==> src/rtl/bios_loader.sv <==
// bios_loader: copies a block of HD words into instruction memory while holding
// the processor, then releases it and forwards the PC as the fetch address.
module bios_loader #(
  parameter int unsigned ADDR_WIDTH = 10,
  parameter int unsigned WORD_WIDTH = 32
) (
  input  logic                  Clock,
  input  logic                  Reset,
  input  logic                  Start,
  input  logic [31:0]           StartAddr,
  input  logic [ADDR_WIDTH:0]   Length,
  input  logic [31:0]           PCAddr,
  input  logic [WORD_WIDTH-1:0] HDData,
  output logic [31:0]           HDAddr,
  output logic [ADDR_WIDTH-1:0] IMAddr,
  output logic [WORD_WIDTH-1:0] IMData,
  output logic                  IMWrite,
  output logic                  CPUHold,
  output logic                  Busy,
  output logic                  Done,
  output logic [ADDR_WIDTH:0]   WordCount
);

  localparam logic [ADDR_WIDTH:0]   MaxLen = {1'b1, {ADDR_WIDTH{1'b0}}};
  localparam logic [ADDR_WIDTH:0]   One    = (ADDR_WIDTH+1)'(1);
  localparam logic [ADDR_WIDTH-1:0] OneA   = ADDR_WIDTH'(1);

  typedef enum logic [2:0] {StBootIdle, StLoad, StFlush, StDone, StRun} state_e;

  state_e               state_q, state_d;
  logic [31:0]          hd_addr_q;
  logic [ADDR_WIDTH:0]  len_q;
  logic [ADDR_WIDTH:0]  idx_q;
  logic [ADDR_WIDTH:0]  wc_q;
  logic                 start_ok;
  logic                 more_issue;
  logic [ADDR_WIDTH:0]  len_clamp;
  logic                 unused_pc;

  assign start_ok   = Start && (state_q == StBootIdle || state_q == StRun);
  assign len_clamp  = (Length > MaxLen) ? MaxLen : Length;
  // Another HD read remains to be issued after the current index.
  assign more_issue = (idx_q < (len_q - One));
  // Only the low PC bits address instruction memory.
  assign unused_pc  = ^PCAddr[31:ADDR_WIDTH];

  assign HDAddr    = hd_addr_q;
  assign WordCount = wc_q;

  // State register with synchronous reset; reset aborts any load in flight.
  always_ff @(posedge Clock) begin
    if (Reset) state_q <= StBootIdle;
    else       state_q <= state_d;
  end

  // Next-state logic.
  always_comb begin
    state_d = state_q;
    unique case (state_q)
      StBootIdle, StRun: begin
        if (start_ok) state_d = (len_clamp == '0) ? StDone : StLoad;
      end
      StLoad:  if (!more_issue) state_d = StFlush;
      StFlush: state_d = StDone;
      StDone:  state_d = StRun;
      default: state_d = StBootIdle;
    endcase
  end

  // Load datapath: latch request, step HD read address and issue index, count writes.
  always_ff @(posedge Clock) begin
    if (Reset) begin
      hd_addr_q <= '0;
      len_q     <= '0;
      idx_q     <= '0;
      wc_q      <= '0;
    end else if (start_ok) begin
      hd_addr_q <= StartAddr;
      len_q     <= len_clamp;
      idx_q     <= '0;
      wc_q      <= '0;
    end else if (state_q == StLoad) begin
      // Index 0 only issues a read; every later LOAD cycle also writes a word.
      if (idx_q != '0) wc_q <= wc_q + One;
      if (more_issue) begin
        hd_addr_q <= hd_addr_q + 32'd1;
        idx_q     <= idx_q + One;
      end
    end else if (state_q == StFlush) begin
      wc_q <= wc_q + One;
    end
  end

  // Outputs decoded from state; HD data lags its address by one cycle.
  always_comb begin
    IMWrite = 1'b0;
    IMAddr  = '0;
    IMData  = '0;
    CPUHold = 1'b1;
    Busy    = 1'b0;
    Done    = 1'b0;
    unique case (state_q)
      StLoad: begin
        Busy = 1'b1;
        if (idx_q != '0) begin
          IMWrite = 1'b1;
          IMAddr  = idx_q[ADDR_WIDTH-1:0] - OneA;
          IMData  = HDData;
        end
      end
      StFlush: begin
        Busy    = 1'b1;
        IMWrite = 1'b1;
        IMAddr  = len_q[ADDR_WIDTH-1:0] - OneA;
        IMData  = HDData;
      end
      StDone: Done = 1'b1;
      StRun: begin
        CPUHold = 1'b0;
        IMAddr  = PCAddr[ADDR_WIDTH-1:0];
      end
      default: ;
    endcase
  end

endmodule

==> config.mk <==
export PLATFORM = sky130hd
export DESIGN_NAME = bios_loader
export DESIGN_NICKNAME = d
export VERILOG_FILES = /design/src/rtl/bios_loader.sv
export SDC_FILE = /design/constraint.sdc
export NUM_CORES = 1
export LEC_CHECK = 0
export ABC_CLOCK_PERIOD_IN_PS = 5860
export CORE_ASPECT_RATIO = 0.7
export CORE_MARGIN = 2
export CORE_UTILIZATION = 45
export DETAILED_ROUTE_END_ITERATION = 8
export GPL_TIMING_DRIVEN = 0
export PLACE_DENSITY = 0.87
export SLEW_MARGIN = 20
export SYNTH_ARGS = -nofsm -noshare
export SYNTH_HDL_FRONTEND = slang
export SYNTH_SLANG_ARGS = --single-unit
==> constraint.sdc <==
create_clock -name Clock -period 5.86 [get_ports Clock]
set_input_delay 0.879 -clock Clock [delete_from_list [all_inputs] [get_ports Clock]]
set_output_delay 0.879 -clock Clock [all_outputs]
set_load 0.02 [all_outputs]
# Word-level counts from Yosys, hierarchy flattened
# Cells that the tools add are included.
[totals]
reg_bits = 68
output_inout_bits = 89
[classes]
add_sub_neg = 6
magnitude_cmp = 2
eq_ne = 7
mux = 20
n_reduce_logical = 15
[ops]
columns = ["cell", "n"]
rows = [
  ["$mux W32", 4],
  ["$pmux W32 S2", 1],
  ["$mux W11", 4],
  ["$add A32 B1 Y32 const B", 1],
  ["$pmux W10 S3", 1],
  ["$add A11 B1 Y11 const B", 2],
  ["$sub A10 B1 Y10 const B", 2],
  ["$pmux W3 S4", 1],
  ["$gt A11 B11 Y1 const B", 1],
  ["$logic_not A11 Y1", 1],
  ["$lt A11 B11 Y1", 1],
  ["$reduce_bool A11 Y1", 1],
  ["$sub A11 B1 Y11 const B", 1],
  ["$mux W10", 1],
  ["$reduce_and A2 Y1", 4],
  ["$eq A3 B2 Y1 const B", 2],
  ["$mux W3", 2],
  ["$reduce_bool A2 Y1", 3],
  ["$reduce_or A2 Y1", 3],
  ["$mux W1", 4],
  ["$ne A2 B2 Y1 const B", 2],
  ["$eq A3 B1 Y1 const B", 1],
  ["$eq A3 B3 Y1 const B", 1],
  ["$logic_not A3 Y1", 1],
  ["5 further kinds", 5],
]

# Depth between registers and ports, before layout
[depth]
word_depth = 6
ltp_mapped = 13
depth_no_buf = 12

# Worst setup path before layout
# No wires, ideal clock.
[synth_path]
path_type = "register to register"
start = "reg len_q[2]"
end = "reg hd_addr_q[22], in the netlist HDAddr[22]"
setup_time_ps = 91
t_arrival_ps = 3312
path_slack_ps = 2457
stages_incl_launch_ff = 13
n_path_buf = 1
path_cell_list = "dfxtp_1 > nor4_1 > nand2_1 > nor3_1 > xnor2_1 > ha_1 > a211oi_2 > o211ai_1 > o2111a_1 > or4b_1 > buf_2 > or4_1 > a311oi_1"
[synth_between]
elab_chain_len = 4
[synth_lines]
columns = ["element", "line_no", "rtl"]
rows = [
  ["start, declared", "32", "logic [ADDR_WIDTH:0] len_q;"],
  ["start signal, assigned", "79", "len_q <= len_clamp;"],
  ["$sub A11 B1 Y11", "43", "assign more_issue = (idx_q < (len_q - One));"],
  ["$lt A11 B11 Y1", "43", ""],
  ["$reduce_bool A2 Y1 (no source line)", "-", ""],
  ["$reduce_and A2 Y1 (no source line)", "-", ""],
  ["end signal, assigned", "78", "hd_addr_q <= StartAddr;"],
  ["end signal, assigned", "86", "hd_addr_q <= hd_addr_q + 32'd1;"],
  ["end, declared", "31", "logic [31:0] hd_addr_q;"],
]
# Every way passes these cells.
# A chain may end at the register's enable or synchronous reset.

# Worst setup path in the final report
[layout_path]
start = "reg idx_q[0]"
end = "out IMAddr[5]"
[layout_between]
elab_chain_len = 3
elab_cells_between_ends = 4
classes_between = "add/sub (1); mux (2); reduce/logical (1)"
[layout_lines]
columns = ["element", "line_no", "rtl"]
rows = [
  ["start, declared", "33", "logic [ADDR_WIDTH:0] idx_q;"],
  ["start signal, assigned", "87", "idx_q <= idx_q + One;"],
  ["$sub A10 B1 Y10 / $reduce_bool A11 Y1 (equally long branches)", "107, 105", ""],
  ["$mux W10 (*)", "105", "if (idx_q != '0) begin"],
  ["$pmux W10 S3 (*)", "102", "unique case (state_q)"],
  ["end, declared", "15", "output logic [ADDR_WIDTH-1:0] IMAddr,"],
]
# Every way passes the cells marked *; elsewhere a longest branch is shown, timed or not.

==> flow_metrics.env <==
export IMPL_status="finished clean"
export IMPL_drv_cap=0
export IMPL_post_cts_buffers=0
export IMPL_yosys_area_top_type="dfxtp_1"
export IMPL_clk_pin_slew_ps=60
export IMPL_post_route_min_period_ps=4310
export IMPL_pin_count=199
export IMPL_clk_latency_ps=340
export IMPL_rsz0062_at_grt="no"
export IMPL_whs_ps=478
export IMPL_place_area_um2=6160
export IMPL_drive_gt1_share_pct=3.81
export IMPL_internal_power_uw=1110
export IMPL_setup_violations=0
export IMPL_power_density_nw_per_um2=258
export IMPL_antenna_found_initial=0
export IMPL_cts_tree="done"
export IMPL_slew_headroom_pct=26.5
export IMPL_die_h_um=85.3
export IMPL_synth_top_area_share_pct=32.1
export IMPL_firstDrtPassIters=7
export IMPL_vias=4932
export IMPL_via_per_inst=5.75
export IMPL_pwr_share_comb_pct=33.4
export IMPL_vdd_ir_drop_worst_uv=162
export IMPL_power_frac_clock_pct=33.8
export IMPL_initial_core_util_pct=46.6
export IMPL_drt_iter0_markers=458
export IMPL_final_nets=854
export IMPL_synth_flop_cell="dfxtp_1"
export IMPL_final_max_slew_violation_count=0
export IMPL_core_um2=9110
export IMPL_fin_area_um2=6470
export IMPL_synth_edff_count=0
export IMPL_crit_fanout=10
export IMPL_worstPathArrival_ps=3440
export IMPL_rows=29
export IMPL_worst_pin_slew_ps=1100
export IMPL_antenna_cells=0
export IMPL_fp_dieW_um=120
export IMPL_hold_viol_final=0
export IMPL_ys_warn_count=0
export IMPL_cts_resized_gates=0
export IMPL_yosys_cell_types_count=48
export IMPL_stdcell_count=858
export IMPL_p_leak_uw=0.00230
export IMPL_clock_sinks=68
export IMPL_grt_pass1_vias=4781
export IMPL_yosysSeqAreaShare_pct=32.1
export IMPL_avgSynthCellArea_um2=7.84
export IMPL_grt_max_degree=12
export IMPL_wl_per_cell_um=17.7
export IMPL_netlist_area_um2=4250
export IMPL_final_setup_skew_ps=6.48
export IMPL_cp_required_ps=4980
export IMPL_grt_use_total_pct=29.7
export IMPL_place_congestion=0.948
export IMPL_dieArea_um2=10200
export IMPL_clockBufferDepth=2
export IMPL_power_switching_share_pct=33.4
export IMPL_syn_inst=542
export IMPL_routed_wl_mm=15.2
export IMPL_critical_path_class="reg -> out"
export IMPL_dp_hpwl_mm=11.6
export IMPL_area_growth_pct=52.3
export IMPL_cts_root_buf="clkbuf_16"
export IMPL_timing_final_crit_share_pct=73.6
export IMPL_post_route_drc_count=0
export IMPL_ys_seq_elements=68
export IMPL_ys_top_cells_by_area="dfxtp_1 (32%), xnor2_1 (8.9%), nor2_1 (6.6%)"
export IMPL_ant_nets=0
export IMPL_io_buffers=176
export IMPL_placedCellCount=842
export IMPL_fin_tns_setup_ps=0
export IMPL_overflow=0
export IMPL_h_tree_depth=3
export IMPL_fmax_ghz=0.232
export IMPL_hold_buffers=0
export IMPL_cp_start_kind="register"
export IMPL_grt_pass1_wl_mm=24.2
export IMPL_synthArstFlopShare_pct=0
export IMPL_worstHoldPathType="reg -> reg"
export IMPL_cts_buffers=9
export IMPL_end_kind="output port"
export IMPL_synth_nets=667
export IMPL_pwr_share_seq_pct=32.9
export IMPL_p_sw_uw=558
## area by class of cell
class | count | area, µm²
sequential | 68 | 1360
buffer | 35 | 140
fill | 732 | 2640
tap | 124 | 155
multi-input combinational | 425 | 2690
inverter | 14 | 52.6
timing repair buffer | 176 | 1760
clock inverter | 4 | 47.5
clock buffer | 12 | 256
## Yosys cell counts, types with 2 or more instances
cell type,count
a2111oi_0,2
a211o_1,2
a211oi_1,25
a211oi_2,2
a21oi_1,15
a22o_1,6
a311oi_1,4
and2_1,34
and3_1,4
and3b_1,2
buf_1,4
buf_2,4
clkbuf_1,26
dfxtp_1,68
ha_1,15
inv_1,14
mux2i_1,2
nand2_1,43
nand2b_1,2
nand3_1,20
nand3b_1,3
nand4_1,19
nor2_1,75
nor3_1,17
nor3b_1,2
nor4_1,24
nor4b_1,3
o21ai_0,12
o221ai_1,7
o22ai_1,2
o31ai_1,2
or3_1,6
or3b_2,3
or4_1,3
xnor2_1,43
xor2_1,15
## cell families (layout without fill, tap and decap cells)
kind of cell,after synthesis,count (layout),synth area share [%]
muxes,2,2,0.471
buffers and inverters,49,241,4.54
adders and majority gates,15,15,4.42
AOI/OAI and AO/OA,85,85,14.5
DFF,68,68,32.1
xor gates and xnor gates,58,58,12.0
and+or+nand+nor,265,265,32.1
## worst max-delay path, stage by stage, from the launching register on
cell and delay (ps):
dfxtp_1 310, buf_2 170, inv_1 70, ha_1 170, or3b_2 500, and4b_1 400
nand2b_1 130, clkbuf_1 410, a21oi_1 90, a211o_1 290, clkdlybuf4s50_1 550
## layout by cell type (no fill, tap or decap), types with 12 or more instances in the layout
cell / synthesis / final
nor2_1: 75 / 75
xor2_1: 15 / 15
nand2_1: 43 / 43
nand3_1: 20 / 20
dfxtp_1: 68 / 68
a211oi_1: 25 / 25
inv_1: 14 / 14
nor3_1: 17 / 17
clkbuf_1: 26 / 27
nor4_1: 24 / 24
and2_1: 34 / 34
nand4_1: 19 / 19
o21ai_0: 12 / 12
clkdlybuf4s50_1: 0 / 176
a21oi_1: 15 / 15
ha_1: 15 / 15
xnor2_1: 43 / 43
## flip-flops by register name, summed over array words and instances, names as in the netlist
signal and count:
idx_q 11, len_q 11, HDAddr 32, WordCount 11
state_q 3
## metrics by stage
stage / setup slack [ps] / total power [µW] / util (%)
floorplan: 2460 / 840 / -
global placement: 1980 / 1090 / 67.7
detailed placement: 1880 / 1100 / 67.7
CTS: 1510 / 1660 / 71.0
global route: 1290 / 1730 / 71.0
finish: 1550 / 1670 / 71.0
## power by group through the flow
stage / logic (µW) / registers (µW) / clock network, µW
after CTS: 554 / 546 / 561
after detailed placement: 549 / 555 / 0
after floorplan: 261 / 579 / 0
final: 557 / 549 / 564
after global placement: 533 / 553 / 0
after global routing: 594 / 554 / 585
## per-layer routing
layer	up-vias	share of wire, %	GRT usage (%)
li1	2317	-	-
met1	2358	44	39.7
met2	225	45	46.6
met3	32	9.0	9.21
met4	0	2.0	8.24
met5	-	0	0
## final timing paths
kind              startpoint    endpoint  slack [ps]  depth (start not counted)
setup / recovery    idx_q[0]   IMAddr[5]        1550                         10
hold / removal     len_q[10]   len_q[10]         480                          2
setup reg to reg    len_q[2]  HDAddr[26]        1880                         12
hold reg to reg    len_q[10]   len_q[10]         480                          2
No activity file was read; power rests on OpenSTA's default activity.
==> patch 1 (same settings) <==
Register the input `HDData` before use, with the module's reset. The logic sees it one clock later. The other inputs are not delayed to match.
--- a/src/rtl/bios_loader.sv
+++ b/src/rtl/bios_loader.sv
@@ -26,6 +26,16 @@
   localparam logic [ADDR_WIDTH-1:0] OneA   = ADDR_WIDTH'(1);
 
   typedef enum logic [2:0] {StBootIdle, StLoad, StFlush, StDone, StRun} state_e;
+
+  logic [WORD_WIDTH-1:0] HDData_q;
+
+  always_ff @(posedge Clock) begin
+    if (Reset) begin
+      HDData_q <= '0;
+    end else begin
+      HDData_q <= HDData;
+    end
+  end
 
   state_e               state_q, state_d;
   logic [31:0]          hd_addr_q;
@@ -105,14 +115,14 @@
         if (idx_q != '0) begin
           IMWrite = 1'b1;
           IMAddr  = idx_q[ADDR_WIDTH-1:0] - OneA;
-          IMData  = HDData;
+          IMData  = HDData_q;
         end
       end
       StFlush: begin
         Busy    = 1'b1;
         IMWrite = 1'b1;
         IMAddr  = len_q[ADDR_WIDTH-1:0] - OneA;
-        IMData  = HDData;
+        IMData  = HDData_q;
       end
       StDone: Done = 1'b1;
       StRun: begin
Formal check against the unedited RTL: not equivalent (a bounded check fails within 4 cycles, from zero or initial values and one cycle with Reset high).
==> patch 1 against the original RTL <==
Area after synthesis grew 33%. Sequential cell count grew 32. Critical path depth is 1 higher. Clock power up 11%. Final cell count up 21%. Fmax grew 6.4%. Cell area increased by 23%. Total power grew 18%. Setup slack gained 260 ps. Wire length is 28% higher. Critical path type is now reg -> reg. Critical endpoint is now state_q[1]. Highest routed layer unchanged.
==> patch 1: results (changes against the original RTL) <==
[timing]
finClkSkew_ps=7.68  ; +1.21 ps
slew-limit-headroom=0.476  ; +0.211
holdWs_ps=488  ; +9.81 ps

[worst_setup_path]
r2r_slack_ps=1810  ; -70 ps
cp_slowest_stage_delay_ps=600  ; +50 ps
cp.arrival_ps=4290  ; +850 ps
reg2reg_depth=11  ; -1
crit_path_end=state_q[1]
crit_family=simple AND/OR/NAND/NOR gates
cp_slowest_cell=a31oi_1

[outcome]
outcome=completed

[global_routing]
grt_pass1_vias=5690  ; +19%
grt_pass1_wl_mm=30.3  ; +25%

[synth]
seq_area_frac_synth=0.354  ; +0.0334
ys_seq_elements=100  ; +47%
ys_types=70  ; +46%
synth_common_cells=dfxtp_1 (100), nor2b_1 (65), nor2_1 (60)
synth.area.top_cells=dfxtp_1 (35%), nor2b_1 (7.2%), nor2_1 (4.0%)
postSynthCellCount=686  ; +27%

[final_layout]
clock_cell_area_share=0.0395  ; -0.00755
signal_buffers=224  ; +6.2%
multi_input_area_um2=3400  ; +26%
n_all_inverters=12  ; -2
fill_cells=1058  ; +45%
drive_above_1_share=0.0513  ; +0.0132
finalNonFillerCells=1039  ; +21%

[route]
routed_wl_mm=19.5  ; +28%
drtPass1Iterations=5  ; -2

[floorplan]
rows=34  ; +17%

[placement]
gp_congestion=0.989  ; +4.3%
io_buffer_count=175  ; -0.57%
hpwlAfterDp_mm=14.4  ; +25%

[power]
p_leak_nw=2.83  ; +23%
ir_worst_vdd_uv=184  ; +14%

==> patch 1: layer usage <==
layer	track usage	routed length [µm]	share of wire	vias up
li1	-	-	-	2919
met1	0.397	8020	0.41	2893
met2	0.415	8050	0.41	482
met3	0.0966	2960	0.15	70
met4	0.0730	523	0.027	0
met5	0	0	0	-
==> patch 1: cells by family after synthesis <==
kind of cell	share of synthesized area
xor+xnor	0.0434
simple gates	0.312
mux	0.00354
compound gates	0.208
fa+ha+maj	0.0332
flops	0.354
buf+inv	0.0451
==> patch 1: stage by stage <==
step | power (mW) | cell area [µm²] | setup WS [ps]
4_1_cts | 1.95 | 7920 | 1870
3_5_place_dp | 1.33 | 7610 | 1890
6_report | 1.96 | 7930 | 1810
2_1_floorplan | 1.08 | 5660 | 2640
5_1_grt | 2.04 | 7930 | 1580
3_3_place_gp | 1.32 | 7610 | 1970
==> patch 1: where the power goes <==
part / switching (mW) / internal [mW]
combinational: 0.317 / 0.245
sequential: 0.0526 / 0.723
clock: 0.267 / 0.358
total: 0.637 / 1.33
==> patch 2 (same flow settings) <==
Made on the original files. `WORD_WIDTH`: 32 -> 16.
--- a/src/rtl/bios_loader.sv
+++ b/src/rtl/bios_loader.sv
@@ -2,7 +2,7 @@
 // the processor, then releases it and forwards the PC as the fetch address.
 module bios_loader #(
   parameter int unsigned ADDR_WIDTH = 10,
-  parameter int unsigned WORD_WIDTH = 32
+  parameter int unsigned WORD_WIDTH = 16
 ) (
   input  logic                  Clock,
   input  logic                  Reset,
Ports: changed (resized HDData and IMData); port bits go from 199 to 167. The function was not compared with the original's and may differ.
==> patch 2 against the original RTL <==
Area after synthesis shrank 3.6%. Combinational power shrank 28%. Clock power shrank 1%. Total power shrank 11%. Setup slack gained 320 ps. Sequential share of layout area grew 1.7 points. Wire length shrank 10%. Sequential cell count is the same. Cell area shrank 7.3%. Critical path type unchanged. Critical endpoint is now IMData[13].
==> patch 2: results (changes against the original RTL) <==
[final_layout]
fill_cells=713  ; -2.6%
drive_above_1_share=0.0574  ; +0.0193
finalNonFillerCells=786  ; -8.4%
layout.nets=766  ; -10%

[clock_tree]
clockBufferDepth=2  ; unchanged

[timing]
finClkSkew_ps=3.88  ; -2.60 ps
holdWs_ps=472  ; -6.21 ps
slew-limit-headroom=0.408  ; +0.143
max_freq_ghz=0.251  ; +8.1%

[worst_setup_path]
reg2reg_depth=10  ; -2
r2r_end=HDAddr[4]
cp_slowest_stage_delay_ps=530  ; -20 ps
startpoint=idx_q[0]
cp.arrival_ps=3110  ; -330 ps
crit_path_end=IMData[13]

[route]
drtPass1Iterations=5  ; -2
wl_met2_mm=6.21  ; -9.7%
first_iter_violations=511  ; +12%
wl_met1_mm=6.11  ; -8.2%
routed_wl_mm=13.7  ; -10%
vias=4524  ; -8.3%
wl_met3_mm=1.24  ; -9.6%

[synth]
syn-num-nets=611  ; -8.4%
seq_area_frac_synth=0.333  ; +0.0121
ys_types=51  ; +6.3%
synth_common_cells=dfxtp_1 (68), nor2_1 (68), nand2_1 (38)
synth.area.top_cells=dfxtp_1 (33%), xor2_1 (7.1%), nor2_1 (6.2%)
postSynthCellCount=502  ; -7.4%

[global_routing]
grtUsageMet1=0.369  ; -0.0279
met3_usage=0.0881  ; -0.00396
track_usage=0.278  ; -0.0192
grt_start_max_net_pins=13  ; +1
use_met2=0.446  ; -0.0198
grt_pass1_vias=4328  ; -9.5%
grt_pass1_wl_mm=22.0  ; -8.8%

[power]
ir_worst_vdd_uv=227  ; +40%
p_leak_nw=2.24  ; -2.6%

[placement]
gp_congestion=0.884  ; -6.8%
placed_cell_area_um2=5690  ; -7.7%
hpwlAfterDp_mm=10.3  ; -11%

[outcome]
outcome=completed

## patch 2: where the power goes
part | total, mW | switching [mW] | leakage [nW] | internal [mW]
combinational | 0.401 | 0.213 | 1.54 | 0.187
clock | 0.558 | 0.218 | 0.144 | 0.340
sequential | 0.529 | 0.0356 | 0.556 | 0.493
## patch 2: area by class of cell
cell class	instances	area (µm²)	share of cell area
multi-input cells	396	2570	0.428
plain buffers	31	141	0.0236
well taps	124	155	0.0259
inverters	7	26.3	0.00438
repair buffers	144	1440	0.240
clock buffers	10	239	0.0398
flip-flops and latches	68	1360	0.227
clock inverters	6	63.8	0.0106
## patch 2: kinds of logic (layout without fill, tap and decap cells)
family	after synthesis	after routing	share of synthesized area
compound gates	92	92	0.162
xor+xnor	54	54	0.116
fa+ha+maj	15	15	0.0459
buf+inv	38	198	0.0410
flops	68	68	0.333
mux	3	3	0.00734
simple gates	232	232	0.296
